File: src/rtl/fifo_n_base_if.sv
// Method-level handshake bundle for fifo_n_base: enq/deq/first/clear methods
// plus occupancy status. The producer/consumer side uses master, the FIFO uses slave.
interface fifo_n_base_if #(
  parameter int unsigned width = 32,
  parameter int unsigned depth = 4
);
  localparam int unsigned cw = $clog2(depth + 1);

  logic             in_enq__ENA;
  logic [width-1:0] in_enq_v;
  logic             in_enq__RDY;
  logic             out_deq__ENA;
  logic             out_deq__RDY;
  logic [width-1:0] out_first;
  logic             out_first__RDY;
  logic             clear__ENA;
  logic             clear__RDY;
  logic [cw-1:0]    count;
  logic             almost_full;
  logic             almost_empty;

  modport master (
    output in_enq__ENA, in_enq_v, out_deq__ENA, clear__ENA,
    input  in_enq__RDY, out_deq__RDY, out_first, out_first__RDY,
           clear__RDY, count, almost_full, almost_empty
  );

  modport slave (
    input  in_enq__ENA, in_enq_v, out_deq__ENA, clear__ENA,
    output in_enq__RDY, out_deq__RDY, out_first, out_first__RDY,
           clear__RDY, count, almost_full, almost_empty
  );
endinterface

File: src/rtl/fifo_n_base.sv
// DEPTH-entry circular buffer with enq/deq/first/clear methods, occupancy count
// and almost-full/almost-empty flags. All ready signals depend only on the count
// register, so there is no combinational path from any ENA to any RDY.
module fifo_n_base #(
  parameter int unsigned width      = 32,
  parameter int unsigned depth      = 4,
  parameter int unsigned afull_lvl  = 3,
  parameter int unsigned aempty_lvl = 1
) (
  input logic          CLK,
  input logic          nRST,
  fifo_n_base_if.slave bus
);
  localparam int unsigned cw = $clog2(depth + 1);
  localparam int unsigned pw = $clog2(depth);

  localparam logic [cw-1:0] full_cnt   = cw'(depth);
  localparam logic [cw-1:0] afull_cnt  = cw'(afull_lvl);
  localparam logic [cw-1:0] aempty_cnt = cw'(aempty_lvl);
  localparam logic [pw-1:0] last_ptr   = pw'(depth - 1);

  logic [width-1:0] storage [depth];
  logic [pw-1:0]    wr_ptr;
  logic [pw-1:0]    rd_ptr;
  logic [cw-1:0]    count;
  logic             not_full;
  logic             not_empty;
  logic             do_enq;
  logic             do_deq;
  logic [pw-1:0]    wr_next;
  logic [pw-1:0]    rd_next;

  // Handshake qualification and pointer advance (explicit wrap for any depth)
  always_comb begin
    not_full  = (count != full_cnt);
    not_empty = (count != '0);
    do_enq    = bus.in_enq__ENA && not_full;
    do_deq    = bus.out_deq__ENA && not_empty;
    wr_next   = (wr_ptr == last_ptr) ? '0 : wr_ptr + 1'b1;
    rd_next   = (rd_ptr == last_ptr) ? '0 : rd_ptr + 1'b1;
  end

  // Storage, pointers and occupancy; clear wins over enq/deq and leaves data intact
  always_ff @(posedge CLK or negedge nRST) begin
    if (!nRST) begin
      storage <= '{default: '0};
      wr_ptr  <= '0;
      rd_ptr  <= '0;
      count   <= '0;
    end else if (bus.clear__ENA) begin
      wr_ptr <= '0;
      rd_ptr <= '0;
      count  <= '0;
    end else begin
      if (do_enq) begin
        storage[wr_ptr] <= bus.in_enq_v;
        wr_ptr          <= wr_next;
      end
      if (do_deq) begin
        rd_ptr <= rd_next;
      end
      case ({do_enq, do_deq})
        2'b10:   count <= count + 1'b1;
        2'b01:   count <= count - 1'b1;
        default: count <= count;
      endcase
    end
  end

  // Status outputs, all derived from registered state
  always_comb begin
    bus.in_enq__RDY    = not_full;
    bus.out_deq__RDY   = not_empty;
    bus.out_first__RDY = not_empty;
    bus.out_first      = storage[rd_ptr];
    bus.clear__RDY     = 1'b1;
    bus.count          = count;
    bus.almost_full    = (count >= afull_cnt);
    bus.almost_empty   = (count <= aempty_cnt);
  end
endmodule
File: src/flat_wrapper.sv
// flat-port wrapper written by rule: the top's interface ports become plain ports
module fifo_n_base_flat 
#(
  parameter int unsigned width      = 32,
  parameter int unsigned depth      = 4,
  parameter int unsigned afull_lvl  = 3,
  parameter int unsigned aempty_lvl = 1
)
  (CLK, nRST, bus_in_enq__ENA, bus_in_enq_v, bus_out_deq__ENA, bus_clear__ENA, bus_in_enq__RDY, bus_out_deq__RDY, bus_out_first, bus_out_first__RDY, bus_clear__RDY, bus_count, bus_almost_full, bus_almost_empty);
  fifo_n_base_if #(.width(width), .depth(depth)) bus_i ();
  input logic CLK;
  input logic nRST;
  input wire logic [$bits(bus_i.in_enq__ENA)-1:0] bus_in_enq__ENA;
  input wire logic [$bits(bus_i.in_enq_v)-1:0] bus_in_enq_v;
  input wire logic [$bits(bus_i.out_deq__ENA)-1:0] bus_out_deq__ENA;
  input wire logic [$bits(bus_i.clear__ENA)-1:0] bus_clear__ENA;
  output wire logic [$bits(bus_i.in_enq__RDY)-1:0] bus_in_enq__RDY;
  output wire logic [$bits(bus_i.out_deq__RDY)-1:0] bus_out_deq__RDY;
  output wire logic [$bits(bus_i.out_first)-1:0] bus_out_first;
  output wire logic [$bits(bus_i.out_first__RDY)-1:0] bus_out_first__RDY;
  output wire logic [$bits(bus_i.clear__RDY)-1:0] bus_clear__RDY;
  output wire logic [$bits(bus_i.count)-1:0] bus_count;
  output wire logic [$bits(bus_i.almost_full)-1:0] bus_almost_full;
  output wire logic [$bits(bus_i.almost_empty)-1:0] bus_almost_empty;
  assign bus_i.in_enq__ENA = bus_in_enq__ENA;
  assign bus_i.in_enq_v = bus_in_enq_v;
  assign bus_i.out_deq__ENA = bus_out_deq__ENA;
  assign bus_i.clear__ENA = bus_clear__ENA;
  assign bus_in_enq__RDY = bus_i.in_enq__RDY;
  assign bus_out_deq__RDY = bus_i.out_deq__RDY;
  assign bus_out_first = bus_i.out_first;
  assign bus_out_first__RDY = bus_i.out_first__RDY;
  assign bus_clear__RDY = bus_i.clear__RDY;
  assign bus_count = bus_i.count;
  assign bus_almost_full = bus_i.almost_full;
  assign bus_almost_empty = bus_i.almost_empty;
  fifo_n_base #(.width(width), .depth(depth), .afull_lvl(afull_lvl), .aempty_lvl(aempty_lvl)) u_core (.CLK(CLK), .nRST(nRST), .bus(bus_i));
endmodule
File: config.mk
export PLATFORM = sky130hd
export DESIGN_NAME = fifo_n_base_flat
export DESIGN_NICKNAME = d
export VERILOG_FILES = /design/src/rtl/fifo_n_base_if.sv /design/src/rtl/fifo_n_base.sv /design/src/flat_wrapper.sv
export SDC_FILE = /design/constraint.sdc
export NUM_CORES = 1
export LEC_CHECK = 0
export ABC_AREA = 1
export CAP_MARGIN = 10
export CORE_ASPECT_RATIO = 0.9
export CORE_MARGIN = 2
export CORE_UTILIZATION = 56
export CTS_CLUSTER_SIZE = 20
export DETAILED_ROUTE_END_ITERATION = 8
export PLACE_DENSITY = 0.8
export SETUP_SLACK_MARGIN = 0.2
export SYNTH_ARGS = -nofsm -noshare
export SYNTH_HDL_FRONTEND = slang
export SYNTH_SLANG_ARGS = --single-unit
File: constraint.sdc
create_clock -name CLK -period 1.99 [get_ports CLK]
set_input_delay 0.398 -clock CLK [delete_from_list [all_inputs] [get_ports CLK]]
set_output_delay 0.398 -clock CLK [all_outputs]
set_load 0.01 [all_outputs]
# Word-level counts from Yosys, hierarchy flattened
# Cells that the tools add are included.
[totals]
register_bits = 135
input_bits = 37
output_inout_bits = 41
elab_cells = 46
[classes]
add_sub_neg = 4
magnitude_cmp = 5
n_eq_ne = 5
muxes = 14
n_bitwise = 3
reduce_logical = 8
[op_table]
columns = ["operator", "count"]
rows = [
  ["$bwmux W128", 1],
  ["$mux W32", 3],
  ["$bmux W32 S2", 1],
  ["$demux W32 S2", 1],
  ["$mux W2", 6],
  ["$eq A2 B2 Y1 const B", 3],
  ["$ge A3 B3 Y1 const B", 2],
  ["$not A2 Y3", 2],
  ["$pmux W3 S2", 1],
  ["$reduce_bool A3 Y1", 2],
  ["$add A2 B1 Y2 const B", 2],
  ["$reduce_bool A2 Y1", 2],
  ["$add A3 B1 Y3 const B", 1],
  ["$ge A3 B2 Y1 const B", 1],
  ["$le A3 B1 Y1 const B", 1],
  ["$logic_and A1 B1 Y1", 3],
  ["$lt A3 B1 Y1 const B", 1],
  ["$mux W3", 1],
  ["$ne A3 B3 Y1 const B", 1],
  ["$sub A3 B1 Y3 const B", 1],
  ["$eq A2 B1 Y1 const B", 1],
  ["$reduce_and A2 Y1", 1],
  ["$not A1 Y1", 1],
]

# Logic depth before layout (Yosys ltp)
# Gate-level depths: netlist of run 1.
[depth]
ltp_word = 6
depth_mapped = 10
mapped_depth_nobuf = 10

# Least setup slack after synthesis of run 1
# OpenSTA, ideal clock, no wires.
[synth_timing]
path_type = "register -> output"
startpoint = "register u_core.rd_ptr[0]"
endpoint = "output bus_out_first[10]"
t_arrival_ps = 1339
path_slack_ps = 253
path_stages_with_launch = 7
n_path_buf = 3
path_cell_list = "dfrtp_1 > buf_2 > inv_1 > buf_2 > clkbuf_1 > nor2_1 > o22ai_1"
[synth_via]
elab_chain_cells = 4
[synth_lines]
columns = ["item", "line", "text"]
rows = [
  ["start: declaration", "fifo_n_base.sv:24", "logic [pw-1:0] rd_ptr;"],
  ["start signal: assignment", "fifo_n_base.sv:60", "rd_ptr <= rd_next;"],
  ["$not A2 Y3 (implied by the code)", "fifo_n_base.sv:75", "bus.out_first = storage[rd_ptr];"],
  ["$bmux W32 S2", "fifo_n_base.sv:75", ""],
  ["$mux W32 (implied by the code) (2 in a row)", "fifo_n_base.sv:75", ""],
  ["end: declaration", "flat_wrapper.sv:19", "output wire logic [$bits(bus_i.out_first)-1:0] bus_out_first;"],
]
# Every way passes these cells. The select of a mux whose other input is x is not followed.

# Worst setup path in the final report of run 1
[layout_timing]
startpoint = "register u_core.rd_ptr[0]"
endpoint = "output bus_out_first[6]"
# The elaborated chain is that of the path after synthesis.

==> results.ini, run 1 <==
[setup_path]
setup.worst_path.start_class=flip-flop
arrival_ns=2.06
crit_path_end_kind=output pin
reg2reg_from=u_core.bus.count[0]
setup.worst_path.class=flip-flop to output pin
cp_max_fo=9
r2r_slack_ns=-0.23
r2r_end=u_core.storage[1]
worst_ep_required_time_ns=1.59
reg2reg_depth=11

[global_route]
grt_antenna_before_repair=0
grt_start_max_net_pins=52
grt_pass1_wl_microns=33500
first_global_vias=6724
groute.usage.overall=0.355
overflow=0

[final_layout]
syn_to_final_growth_pct=55.6
final_common_cell=dfrtp_1
layout_common_cells=dfrtp_1 (134), nand2_1 (117), nand2_2 (106)
antenna_cells=0
nets=984
drive_above_1_share=0.421
finalInstanceArea_sq_um=10000
final_util=0.884

[synth]
ys_seq_elements=135
yosys-top-cells-area=dfrtp_1 (52%), nand2_1 (16%), o21ai_0 (11%)
postSynthCellCount=811
ys_seq_area_frac=0.524
syn_nets=858
postSynthAreaPerCell_sq_um=7.95
ys_types=21
synth_top_cell_by_area=dfrtp_1
synthesis.area_sq_um=6450
yosysWarnings=0
yosysTopAreaCellShare=0.524

[route]
wire_per_inst_microns=29.2
route.detailed.drc=35
drt-total-wl_microns=32300
vias=7971
first_iter_violations=1355
ant_nets=0
vias_per_cell=7.21
dr.pass1.iters=9

[place]
port_buffers=76
pre_cts_ws_ns=0.00718
dpl_cell_area_sq_um=7450
gp_congestion=0.858
dpl.hpwl_microns=11600

[die]
top_level_ports=78
rows=37
coreArea_sq_um=11300
initial_utilization=0.568
fp.dieH_microns=106
dieWidth_microns=117
die_area_sq_um=12400

[sta]
min_period_over_period=1.24
clock.fmax_ghz=0.407
finalCriticalPeriod_ns=2.46
setup_viol=61
slew_viol_final=0
finClkSkew_ns=0.00599
rsz0062_at_grt=true
worst_slew_pin_slew_ns=0.727
hold_violations=0
timing.slew.headroom=0.512
fin_tns_setup_ns=-5.55
setup_slack_ns=-0.469

[cts]
htreeDepth=4
clockBufferDepth=2
insertion_delay_ns=0.44
cts_root_buf=clkbuf_16
tritoncts=yes
clk_pin_slew_ns=0.06
cts_made_buffers=17
cts_sinks=135

[min_path]
hold_class=input pin to asynchronous set/reset pin

[status]
outcome=complete, but fails checks
violations=design-rule violations, negative setup slack

[power]
leakage_nw=4.98
power.density_nw_per_um2=1550
peakVddDrop_uv=872

[flow_run]
cap_viol_max_count=0

## registers in the layout, indices dropped and copies added, names as in the netlist
| register | count |
|---|---|
| u_core.bus.count | 3 |
| u_core.wr_ptr | 2 |
| u_core.storage | 128 |
| u_core.rd_ptr | 2 |
## per-layer routing
layer | global-route usage | vias up | routed length [microns]
met5 | 0 | - | 95
met1 | 0.444 | 3612 | 9950
li1 | - | 2948 | -
met3 | 0.0960 | 424 | 4990
met4 | 0.192 | 6 | 3790
met2 | 0.559 | 981 | 13500
## cells in the mapped netlist (all sizes together)
master  number
nand4        1
ha          10
dfrtp      135
a21oi        3
nor3         1
nand3        6
o21ai      198
inv         17
o22ai       33
nand2      275
buf         31
conb         1
clkbuf      29
nor2        71
## worst max-delay path, cell delays in order (launching register included)
cell and delay [ns]:
dfrtp_2 0.50, inv_6 0.09, buf_12 0.15, buf_16 0.14, o21ai_1 0.42, o22ai_1 0.15
buf_2 0.17
## worst max-delay path by stage
stage / from / end / slack [ns] / depth (start not counted)
5_1_grt: u_core.rd_ptr[0] / bus_out_first[6] / -0.45 / 6
2_1_floorplan: u_core.rd_ptr[0] / bus_out_first[10] / 0.25 / 6
3_5_place_dp: u_core.rd_ptr[0] / bus_out_first[14] / 0.007 / 5
6_report: u_core.rd_ptr[0] / bus_out_first[6] / -0.47 / 6
4_1_cts: u_core.rd_ptr[0] / bus_out_first[31] / -0.06 / 4
3_3_place_gp: u_core.rd_ptr[0] / bus_out_first[1] / 0.05 / 5
## per-stage QoR
step           power (mW)  hold WS (ns)  cells
4_1_cts              13.0         0.464   1067
2_1_floorplan        7.11         0.102    811
6_report             15.5         0.447   1106
3_5_place_dp         9.43         0.357   1021
3_3_place_gp         9.18         0.351   1021
5_1_grt              15.9         0.497   1106
## logic make-up after synthesis
logic type                 share of synthesized area
AOI/OAI and AO/OA                              0.188
buffers and inverters                         0.0565
DFF                                            0.524
and+or+nand+nor                                0.211
other                                       0.000582
adders and majority gates                     0.0194
## repair_timing
item,CTS,global route
setup endpoints to repair,167,169
hold buffers,1,0
hold endpoints to repair,25,0
pin swaps,28,98
gates resized for setup,229,370
cloned,4,18
setup buffers,9,21
## final cells by class
type / instances / area (sq um)
Inverter: 17 / 85.1
Fill cell: 429 / 1310
Timing Repair Buffer: 165 / 1990
Sequential cell: 135 / 3380
Tap cell: 156 / 195
Clock buffer: 24 / 492
Clock inverter: 8 / 119
Multi-Input combinational cell: 601 / 3770
## power by group
part           total (mW)  switching (mW)  internal (mW)  leakage, nW
clock                3.41            1.31           2.10        0.304
combinational        7.06            4.29           2.77         2.95
sequential           5.04            1.09           3.94         1.73
Note: power is estimated with default switching activity, not from simulation.
==> inputs of run 2 (changes only) <==
CORE_MARGIN = 5   (was 2)
CORE_UTILIZATION = 58   (was 56)
CTS_BUF_LIST = sky130_fd_sc_hd__clkbuf_4   (was not set)
PLACE_DENSITY = 0.83   (was 0.8)
SKIP_CTS_REPAIR_TIMING = 1   (was not set)
==> run 2 against run 1 <==
  * The run ends with negative setup slack left
  * Sequential power fell by 6.2%
  * Final cell count fell by 3.3%
  * Sequential share of layout area rose by 6.5 points
  * Wire length fell by 33%
  * Critical path type unchanged
  * Worst setup slack improved by 0.21 ns
  * Critical path depth fell by 1
  * Global-route usage fell by 6.9 points
  * Register-to-register slack improved by 0.45 ns
  * Via count fell by 15%
  * Power fell by 19%
==> results.ini, run 2 (same netlist as run 1, synthesis figures left out) <==
[min_path]
hold_class=input pin to asynchronous set/reset pin

[die]
coreArea_sq_um=10900
fp.dieH_microns=110
die_area_sq_um=13300
dieWidth_microns=121
top_level_ports=78
rows=36
initial_utilization=0.594

[final_layout]
fillerInstances=671
nets=951
largestRegisters=u_core.storage: 128 flops, u_core.bus.count: 3 flops
ff_latch_area_sq_um=3380
multiInputGateArea_sq_um=2990
final_common_cell=nand2_1
largest_register_ffs=128
antenna_cells=0
drive_above_1_share=0.210
top_register=u_core.storage
layout_common_cells=nand2_1 (271), dfrtp_1 (132), o21ai_1 (85)
syn_to_final_growth_pct=30.5
layout.cells.non_filler=1069

[sta]
timing.slew.headroom=0.618
finClkSkew_ns=0.0119
setup_slack_ns=-0.261
finalCriticalPeriod_ns=2.25
slew_viol_final=0
hold_violations=0
setup_viol=34
clock.fmax_ghz=0.444
min_period_over_period=1.13
rsz0062_at_grt=true
worst_slew_pin_slew_ns=0.572

[status]
outcome=complete, but fails checks
violations=negative setup slack

[place]
gp_congestion=0.877
port_buffers=76
dpl.hpwl_microns=11300
pre_cts_ws_ns=-0.00527
dp.cells=1015

[power]
peakVddDrop_uv=865
total_power_mw=12.6
power.density_nw_per_um2=1500
leakage_nw=4.17

[cts]
clk_pin_slew_ns=0.12
insertion_delay_ns=0.56
cts_root_buf=clkbuf_4
clockBufferDepth=2
htreeDepth=4
tritoncts=yes
cts_made_buffers=17
cts_sinks=135

[route]
first_iter_violations=943
route.detailed.drc=0
drt-total-wl_microns=21700
vias=6762
vias_per_cell=6.33
wire_per_inst_microns=20.3
ant_nets=0
dr.pass1.iters=5

[global_route]
groute.usage.overall=0.285
grt_pass1_wl_microns=30000
first_global_vias=6074
overflow=0
grt_start_max_net_pins=51
grt_antenna_before_repair=0

[flow_run]
cap_viol_max_count=0

[setup_path]
setup.worst_path.class=flip-flop to output pin
arrival_ns=1.85
worst_ep_required_time_ns=1.59
crit_path_end_kind=output pin
setup.worst_path.start_class=flip-flop
r2r_slack_ns=0.22
cp_max_fo=6

==> run 2: final cells by class <==
type	instances	share of cell area
clock buffer	17	0.0152
clock inverter	15	0.0299
inverter	17	0.00937
multi-input combinational	600	0.356
sequential	135	0.402
tap	152	0.0226
timing repair buffer	133	0.165
==> run 2: critical path: stages (launching register included) <==
cell and delay (ns):
dfrtp_2 0.47, buf_6 0.17, clkbuf_16 0.18, o21ai_2 0.08
o22ai_1 0.21, buf_2 0.18
==> run 2: metal layers <==
| metal | global-route usage | up-vias | routed length [microns] |
|---|---|---|---|
| met4 | 0.110 | 0 | 1040 |
| met3 | 0.0612 | 116 | 2410 |
| li1 | - | 2866 | - |
| met2 | 0.479 | 553 | 10400 |
| met1 | 0.368 | 3227 | 7860 |
| met5 | 0 | - | 0 |
==> run 2: worst paths after layout <==
check	start	to	cells after the start
max reg2reg	u_core.bus.count[0]	u_core.storage[22]	11
min	nRST	u_core.storage[89]	2
min reg2reg	u_core.storage[77]	u_core.storage[77]	2
max in group asynchronous	nRST	u_core.storage[11]	3
max	u_core.rd_ptr[0]	bus_out_first[1]	5
min in group CLK	bus_in_enq_v[1]	u_core.storage[97]	3
==> run 2: through the flow <==
stage | hold WS [ns] | util | setup TNS, ns | instance area (sq um)
finish | 0.364 | 0.775 | -5.75 | 8410
global route | 0.402 | 0.775 | -7.78 | 8410
CTS | -0.169 | 0.722 | -20.79 | 7830
detailed placement | 0.431 | 0.687 | -0.00527 | 7450
global placement | 0.427 | 0.687 | 0 | 7450
floorplan | 0.102 | - | 0 | 6450
==> run 2: where the power goes <==
part	internal, mW	switching (mW)	total, mW
Sequential	3.93	0.802	4.73
Clock	1.25	1.11	2.36
Combinational	2.27	3.26	5.54
Total	7.45	5.17	12.6
==> inputs of run 3 (changes only) <==
CORE_MARGIN = 1   (was 5)
==> run 3 against run 2 <==
  * The run still ends with negative setup slack left
  * Clock skew increased by 0.0089 ns
  * Wire length down 2.4%
  * Highest routed layer unchanged
  * Critical endpoint unchanged
  * Worst setup slack lost 0.0032 ns
  * Clock power is 26% lower
  * Largest cell class unchanged
  * Die area shrank 13%
  * Register-to-register slack lost 0.13 ns
  * Via count is 0.74% lower
  * Power down 3.5%
  * First-iteration DRC count decreased by 8.8%
  * Sequential share of layout area grew 0.30 points
  * Non-clock buffer count is 5 higher
==> results.ini, run 3 (same netlist as run 1, synthesis figures left out) <==
[cts]
htreeDepth=4
cts_sinks=135
tritoncts=yes
insertion_delay_ns=0.56
cts_root_buf=clkbuf_4
clockBufferDepth=2
cts_made_buffers=17
clk_pin_slew_ns=0.12

[final_layout]
layout_common_cells=nand2_1 (271), dfrtp_1 (132), o21ai_0 (106)
antenna_cells=0
largest_register_ffs=128
largestRegisters=u_core.storage: 128 flops, u_core.bus.count: 3 flops
nets=956
syn_to_final_growth_pct=29.6
final_common_cell=nand2_1
layout.cells.non_filler=1054
top_register=u_core.storage
drive_above_1_share=0.207
final_util=0.773

[setup_path]
setup.worst_path.class=flip-flop to output pin
worst_ep_required_time_ns=1.59
setup.worst_path.start_class=flip-flop
r2r_slack_ns=0.09
reg2reg_depth=10
cp_max_fo=7
reg2reg_from=u_core.bus.count[1]
crit_path_end_kind=output pin
arrival_ns=1.86
r2r_end=u_core.storage[104]

[flow_run]
cap_viol_max_count=0

[power]
power.density_nw_per_um2=1460
leakage_nw=4.12
total_power_mw=12.2
peakVddDrop_uv=814

[route]
vias_per_cell=6.37
dr.pass1.iters=7
ant_nets=0
route.detailed.drc=0
first_iter_violations=860
wire_per_inst_microns=20.1
vias=6712
drt-total-wl_microns=21200

[die]
top_level_ports=78
fp.dieH_microns=102
coreArea_sq_um=10800
die_area_sq_um=11500
rows=36
dieWidth_microns=113
initial_utilization=0.596

[min_path]
hold_class=input pin to asynchronous set/reset pin

[sta]
hold_violations=0
setup_slack_ns=-0.264
slew_viol_final=0
timing.slew.headroom=0.616
clock.fmax_ghz=0.444
hold_ws_ns=0.237
worst_slew_pin_slew_ns=0.575
finClkSkew_ns=0.0208
rsz0062_at_grt=true
min_period_over_period=1.13
finalCriticalPeriod_ns=2.25
setup_viol=36

[place]
dp.cells=999
gp_congestion=0.866
dpl.hpwl_microns=11100
port_buffers=76
pre_cts_ws_ns=-0.00366

[global_route]
groute.usage.overall=0.329
overflow=0
grt_antenna_before_repair=0
first_global_vias=5995
grt_start_max_net_pins=61
grt_pass1_wl_microns=29100

[status]
outcome=complete, but fails checks
violations=negative setup slack

==> run 3: worst max path at each step <==
stage / startpoint / to / cells past startpoint
floorplan: u_core.rd_ptr[0] / bus_out_first[10] / 6
global placement: u_core.rd_ptr[0] / bus_out_first[17] / 5
detailed placement: u_core.rd_ptr[0] / bus_out_first[21] / 4
CTS: u_core.rd_ptr[0] / bus_out_first[31] / 4
global route: u_core.bus.count[0] / bus_almost_full / 6
finish: u_core.rd_ptr[0] / bus_out_first[1] / 6
==> run 3: worst max-delay path: stages, from the launching register on <==
cell and delay, ns:
dfrtp_2 0.47, buf_6 0.14, buf_12 0.14, buf_12 0.14
o21ai_4 0.13, o22ai_2 0.11, buf_2 0.16
==> run 3: area by class of cell <==
class / instances / area (sq um)
fill: 702 / 2460
clock inverter: 12 / 113
sequential: 135 / 3380
inverter: 17 / 85.1
clock buffer: 19 / 143
multi-input combinational: 600 / 3030
tap: 133 / 166
timing repair buffer: 138 / 1440
==> run 3: where the power goes <==
part | switching [mW] | internal, mW | total, mW
Clock | 0.998 | 0.742 | 1.74
Sequential | 0.812 | 3.93 | 4.74
Combinational | 3.32 | 2.38 | 5.70
Total | 5.13 | 7.06 | 12.2
==> run 3: layer usage <==
| layer | GRT usage | up-vias | wire, microns |
|---|---|---|---|
| li1 | - | 2872 | - |
| met1 | 0.426 | 3195 | 7830 |
| met2 | 0.530 | 516 | 10200 |
| met3 | 0.0777 | 129 | 2240 |
| met4 | 0.158 | 0 | 920 |
| met5 | 0 | - | 0 |
==> run 3: per-stage QoR <==
step                cell area (sq um)  TNS [ns]
floorplan                        6450         0
global placement                 7460         0
global route                     8350     -9.55
detailed placement               7460  -0.00376
CTS                              7720    -20.72
finish                           8350     -6.78
